===== src/rtl/gbe_rx_app_ctrl.sv =====
// Application-side receive controller: pops bytes from the gbe_rx FIFO, frames them into
// a valid/ready stream, and handles disable, overlength and overrun recovery.
module gbe_rx_app_ctrl #(
    parameter int unsigned MAX_LEN        = 1472,
    parameter int unsigned OVR_RST_CYCLES = 4
) (
    input  logic        app_clk,
    input  logic        app_rst_n,
    input  logic [7:0]  rx_data,
    input  logic        rx_dvld,
    input  logic        rx_eof,
    input  logic        rx_badframe,
    input  logic [31:0] rx_srcip,
    input  logic [15:0] rx_srcport,
    input  logic        rx_overrun,
    output logic        rx_ack,
    output logic        rx_rst,
    output logic [7:0]  m_data,
    output logic        m_valid,
    input  logic        m_ready,
    output logic        m_sof,
    output logic        m_eof,
    output logic        m_err,
    output logic [31:0] m_srcip,
    output logic [15:0] m_srcport,
    input  logic        enable,
    output logic        busy,
    output logic [31:0] pkt_count,
    output logic [15:0] drop_count,
    output logic [15:0] ovr_count
);

    typedef enum logic [2:0] {StIdle, StData, StTerm, StDrop, StRecover} state_e;

    localparam logic [10:0] LastIdx   = 11'(MAX_LEN - 1);
    localparam logic [3:0]  RstCycles = 4'(OVR_RST_CYCLES);

    state_e      state_q, state_d;
    logic [10:0] len_q, len_d;
    logic        sof_q, sof_d;
    logic        drop_idle_q, drop_idle_d;
    logic [3:0]  timer_q, timer_d;

    logic       out_free, load, capture;
    logic [7:0] ld_data;
    logic       ld_sof, ld_eof, ld_err;
    logic       inc_pkt, inc_drop, inc_ovr;

    // Output register can take a new beat when empty or being drained this cycle.
    assign out_free = ~m_valid | m_ready;
    assign rx_rst   = (state_q == StRecover) && (timer_q != 4'd0);
    assign busy     = (state_q != StIdle) | m_valid;

    always_comb begin
        state_d     = state_q;
        len_d       = len_q;
        sof_d       = sof_q;
        drop_idle_d = drop_idle_q;
        timer_d     = timer_q;
        rx_ack      = 1'b0;
        load        = 1'b0;
        capture     = 1'b0;
        ld_data     = rx_data;
        ld_sof      = 1'b0;
        ld_eof      = 1'b0;
        ld_err      = 1'b0;
        inc_pkt     = 1'b0;
        inc_drop    = 1'b0;
        inc_ovr     = 1'b0;

        case (state_q)
            StIdle: begin
                if (rx_overrun) begin
                    state_d = StRecover;
                end else if (rx_dvld && out_free) begin
                    if (enable) begin
                        state_d = StData;
                        capture = 1'b1;
                        len_d   = 11'd0;
                        sof_d   = 1'b1;
                    end else begin
                        state_d     = StDrop;
                        drop_idle_d = 1'b1;
                    end
                end
            end
            StData: begin
                if (rx_overrun) begin
                    state_d = StTerm;
                end else if (rx_dvld && out_free) begin
                    rx_ack = 1'b1;
                    load   = 1'b1;
                    ld_sof = sof_q;
                    ld_eof = rx_eof;
                    ld_err = rx_eof & rx_badframe;
                    sof_d  = 1'b0;
                    len_d  = len_q + 11'd1;
                    if (rx_eof) begin
                        state_d  = StIdle;
                        inc_pkt  = ~rx_badframe;
                        inc_drop = rx_badframe;
                    end else if (len_q == LastIdx) begin
                        // Truncate: close the packet here, swallow the rest silently.
                        ld_eof      = 1'b1;
                        ld_err      = 1'b1;
                        inc_drop    = 1'b1;
                        state_d     = StDrop;
                        drop_idle_d = 1'b0;
                    end
                end
            end
            StTerm: begin
                if (out_free) begin
                    load     = 1'b1;
                    ld_data  = 8'h00;
                    ld_eof   = 1'b1;
                    ld_err   = 1'b1;
                    inc_drop = 1'b1;
                    state_d  = StRecover;
                end
            end
            StDrop: begin
                rx_ack = rx_dvld;
                if (rx_dvld && rx_eof) begin
                    state_d  = StIdle;
                    inc_drop = drop_idle_q;
                end else if (rx_overrun) begin
                    state_d = StRecover;
                end
            end
            StRecover: begin
                if (timer_q != 4'd0) begin
                    timer_d = timer_q - 4'd1;
                end else if (!rx_overrun && !m_valid) begin
                    state_d = StIdle;
                end
            end
            default: state_d = StIdle;
        endcase

        if (state_d == StRecover && state_q != StRecover) begin
            timer_d = RstCycles;
            inc_ovr = 1'b1;
        end
    end

    always_ff @(posedge app_clk or negedge app_rst_n) begin
        if (!app_rst_n) begin
            state_q     <= StIdle;
            len_q       <= 11'd0;
            sof_q       <= 1'b0;
            drop_idle_q <= 1'b0;
            timer_q     <= 4'd0;
            m_data      <= 8'h00;
            m_valid     <= 1'b0;
            m_sof       <= 1'b0;
            m_eof       <= 1'b0;
            m_err       <= 1'b0;
            m_srcip     <= 32'h0;
            m_srcport   <= 16'h0;
            pkt_count   <= 32'h0;
            drop_count  <= 16'h0;
            ovr_count   <= 16'h0;
        end else begin
            state_q     <= state_d;
            len_q       <= len_d;
            sof_q       <= sof_d;
            drop_idle_q <= drop_idle_d;
            timer_q     <= timer_d;
            if (load) begin
                m_data  <= ld_data;
                m_sof   <= ld_sof;
                m_eof   <= ld_eof;
                m_err   <= ld_err;
                m_valid <= 1'b1;
            end else if (m_ready) begin
                m_valid <= 1'b0;
            end
            if (capture) begin
                m_srcip   <= rx_srcip;
                m_srcport <= rx_srcport;
            end
            if (inc_pkt) pkt_count <= pkt_count + 32'd1;
            if (inc_drop && drop_count != 16'hFFFF) drop_count <= drop_count + 16'd1;
            if (inc_ovr && ovr_count != 16'hFFFF) ovr_count <= ovr_count + 16'd1;
        end
    end

endmodule


===== config.mk =====
export PLATFORM = sky130hd
export DESIGN_NAME = gbe_rx_app_ctrl
export DESIGN_NICKNAME = d
export VERILOG_FILES = /design/src/rtl/gbe_rx_app_ctrl.sv
export SDC_FILE = /design/constraint.sdc
export NUM_CORES = 1
export LEC_CHECK = 0
export ABC_CLOCK_PERIOD_IN_PS = 2400
export CORE_MARGIN = 2
export CORE_UTILIZATION = 45
export CTS_BUF_LIST = sky130_fd_sc_hd__clkbuf_8
export CTS_CLUSTER_SIZE = 28
export DETAILED_ROUTE_END_ITERATION = 10
export PLACE_DENSITY = 0.79
export SLEW_MARGIN = 20
export SYNTH_ARGS = -nofsm -noshare
export SYNTH_HDL_FRONTEND = slang
export SYNTH_SLANG_ARGS = --single-unit

===== constraint.sdc =====
create_clock -name app_clk -period 2.4 [get_ports app_clk]
set_input_delay 0.48 -clock app_clk [delete_from_list [all_inputs] [get_ports app_clk]]
set_output_delay 0.48 -clock app_clk [all_outputs]
set_load 0.01 [all_outputs]

==> run summary <==
run status: complete, no violations
Worst Min Path Start: pkt_count[31]
Initial Utilization: 45.8%
Setup crit end kind: primary output
vias in the first global route: 5166
fin area: 9140 um^2
launch point of the worst reg-to-reg path: len_q[1]
via count: 5253
Post-DP Area: 8650 um^2
Pins Over Slew Limit: 0
final hold viol count: 0
largest net degree at the start of global routing: 54
Antenna Cells: 0
startpoint types: flip-flop
area grow syn2layout: 44.3%
Total GRT Usage: 21.5%
CP Max Fanout: 12
number of synthesized flops with an enable pin: 0
leakage power: 4.21 nW
class of the worst hold path: reg2reg
I/O Buffers: 190
fill count: 1081
die width: 123 um
drt total wl: 15.6 mm
antenna violations before repair: 0
Worst Hold Margin: 0.465 ns
mux share of post-synthesis cell area: 0.514%
RR Endpoint: drop_count[1]
Die ar.: 15000 um^2
met2 Track Usage GR: 34.2%
clock skew: 0.00904 ns
most frequent cells in the layout: nand2_1 (193), clkdlybuf4s50_1 (187), dfrtp_1 (142)
CTS Buf Count: 17
gp weighted congestion: 0.820
Max Freq: 446 MHz
total of max-cap violations: 0
RSZ-0062 raised after global routing: no
register area: 3610 um^2
first-pass GRT wire length: 25.4 mm
WHS Endpoint: pkt_count[31]
Yosys cell types: 48
M1 GR Usage: 28.2%
largest family of logic cells by synthesized area: simple AND/OR/NAND/NOR gates
relative slew slack: 66.2%
XOR/XNOR Fraction of Synth Area: 9.96%
Synth Warn #: 0
Most Crowded Layer GR: met2
Reg2Reg Depth: 8
WL/cell: 14.7 um
First-pass DRT Iterations: 5
# clock sinks: 144
Syn Nets: 712
Main synth FF type: dfrtp_1
commonest non-fill, non-tap cell in the layout: nand2_1
WP data arrival: 1.76 ns
crit path time final: 2.24 ns
# setup viols final: 0
Required @ worst endpoint: 1.92 ns
mapped cell area: 6330 um^2
CORE AREA: 13800 um^2
met3 global-route usage: 5.48%
post-synthesis sequential area ratio: 56.9%
reg2reg setup slack: 0.16 ns
final core occ: 66.1%
measured slew at the worst slew-check pin: 0.508 ns
row count: 43
Die Ht: 123 um
Synth Area in Compound Gates: 4.59%
HPWL Detailed: 11.1 mm
Cells on Worst Hold Path: 1
WS Path Type: reg2out
Overflow after GRT: 0
fin crit share: 93.4%
Total Nets Final: 934
clk_lat worst skew: 0.44 ns
# IOs: 191
Synth Area per Inst: 9.86 um^2
fraction of the mapped netlist area in adder cells: 1.19%
clock root cell: clkbuf_8
flops & latches, synth: 144
residual DRC count: 0
Pwr Density: 811 nW/um^2
CTS Buffer Depth: 2
Mapped Cells: 642
H-Tree Depth: 4
drt via density: 4.97
Peak VDD IR: 0.466 mV
fraction of registers with async set/reset: 100%
CTS tree: built
post-route ant nets: 0
Post-Synth Simple-Gate Area: 24.6%
Design Power: 7.41 mW
multi-input logic area: 2600 um^2
Iter 0 DRT Violations: 288
fraction of layout cells with a size suffix above 1: 9.13%
Clock Pin Slew Worst Setup and Hold Paths: 0.08 ns
through the flow:
stage	setup slack (ns)	cells	setup TNS (ns)
6_report	0.158	1056	0
4_1_cts	0.0501	1054	0
5_1_grt	0.0305	1056	0
3_5_place_dp	-0.177	1022	-2.23
3_3_place_gp	-0.149	1022	-1.25
2_1_floorplan	0.111	642	0
Yosys cell counts, drive strengths merged, types with 5 or more instances:
| cell | number | area (um^2) |
|---|---|---|
| nand2 | 193 | 724 |
| dfrtp | 144 | 3600 |
| nor2 | 49 | 184 |
| xnor2 | 47 | 412 |
| xor2 | 25 | 219 |
| nand3 | 23 | 115 |
| nand4 | 23 | 144 |
| clkbuf | 14 | 52.6 |
| nor3 | 14 | 70.1 |
| inv | 12 | 45.0 |
| a22o | 10 | 87.6 |
| and3 | 10 | 62.6 |
| a21oi | 7 | 38.8 |
| buf | 7 | 42.5 |
| nor2b | 7 | 43.8 |
| ha | 6 | 75.1 |
| nand2b | 6 | 37.5 |
| and4 | 5 | 43.8 |
| o21ai | 5 | 25.0 |
flip-flops by register name (all words and copies together), names as in the netlist:
signal       count
m_err            1
ovr_count       16
sof_q            1
len_q           11
pkt_count       32
timer_q          4
m_eof            1
m_valid          1
m_data           8
state_q          3
drop_idle_q      1
m_sof            1
m_srcport       16
m_srcip         32
drop_count      16
worst max-delay path: stages, from the launching register on:
cell and delay [ns]:
dfrtp_2 0.44, buf_4 0.21, nor2_1 0.05, nand2_1 0.09, clkdlybuf4s50_1 0.54
power by group:
part / internal, mW / switching, mW / total, mW / leakage (nW)
Sequential: 2.89 / 0.316 / 3.20 / 1.91
Combinational: 1.14 / 0.917 / 2.05 / 2.09
Clock: 1.23 / 0.922 / 2.15 / 0.218
Total: 5.26 / 2.16 / 7.41 / 4.21
routing by layer:
metal	vias to the layer above	share of wire, %
li1	2569	-
met1	2510	44
met2	155	49
met3	19	5.6
met4	0	1.6
met5	-	0
worst max-delay path by stage:
| stage | from | end | slack (ns) |
|---|---|---|---|
| 2_1_floorplan | rx_overrun | drop_count[8] | 0.11 |
| 5_1_grt | len_q[1] | drop_count[2] | 0.03 |
| 6_report | state_q[0] | busy | 0.16 |
| 3_5_place_dp | rx_dvld | drop_count[1] | -0.18 |
| 4_1_cts | len_q[0] | drop_count[1] | 0.05 |
| 3_3_place_gp | rx_dvld | drop_count[1] | -0.15 |
layout make-up:
class / instances / area share (%)
sequential: 144 / 39.5
clock inverter: 14 / 2.34
clock buffer: 17 / 2.56
timing repair buffer: 224 / 24.2
inverter: 12 / 0.493
multi-input combinational: 465 / 28.5
tap: 180 / 2.47
what timing repair did:
action / in CTS / in global routing
gates resized for setup: 4 / 3
setup buffers: 0 / 2
endpoints found under the setup margin: 2 / 14
pin swaps: 0 / 1
endpoints found under the hold margin: 50 / 0
hold buffers: 1 / 0
cells by family (layout without fill, tap and decap cells):
kind of cell    count (synthesis)  after routing
compound gates                 37             37
xor+xnor                       72             72
fa+ha+maj                       6              6
buf+inv                        33            267
flops                         144            144
mux                             3              3
simple gates                  347            347
Power figures use the tool's default switching activity.
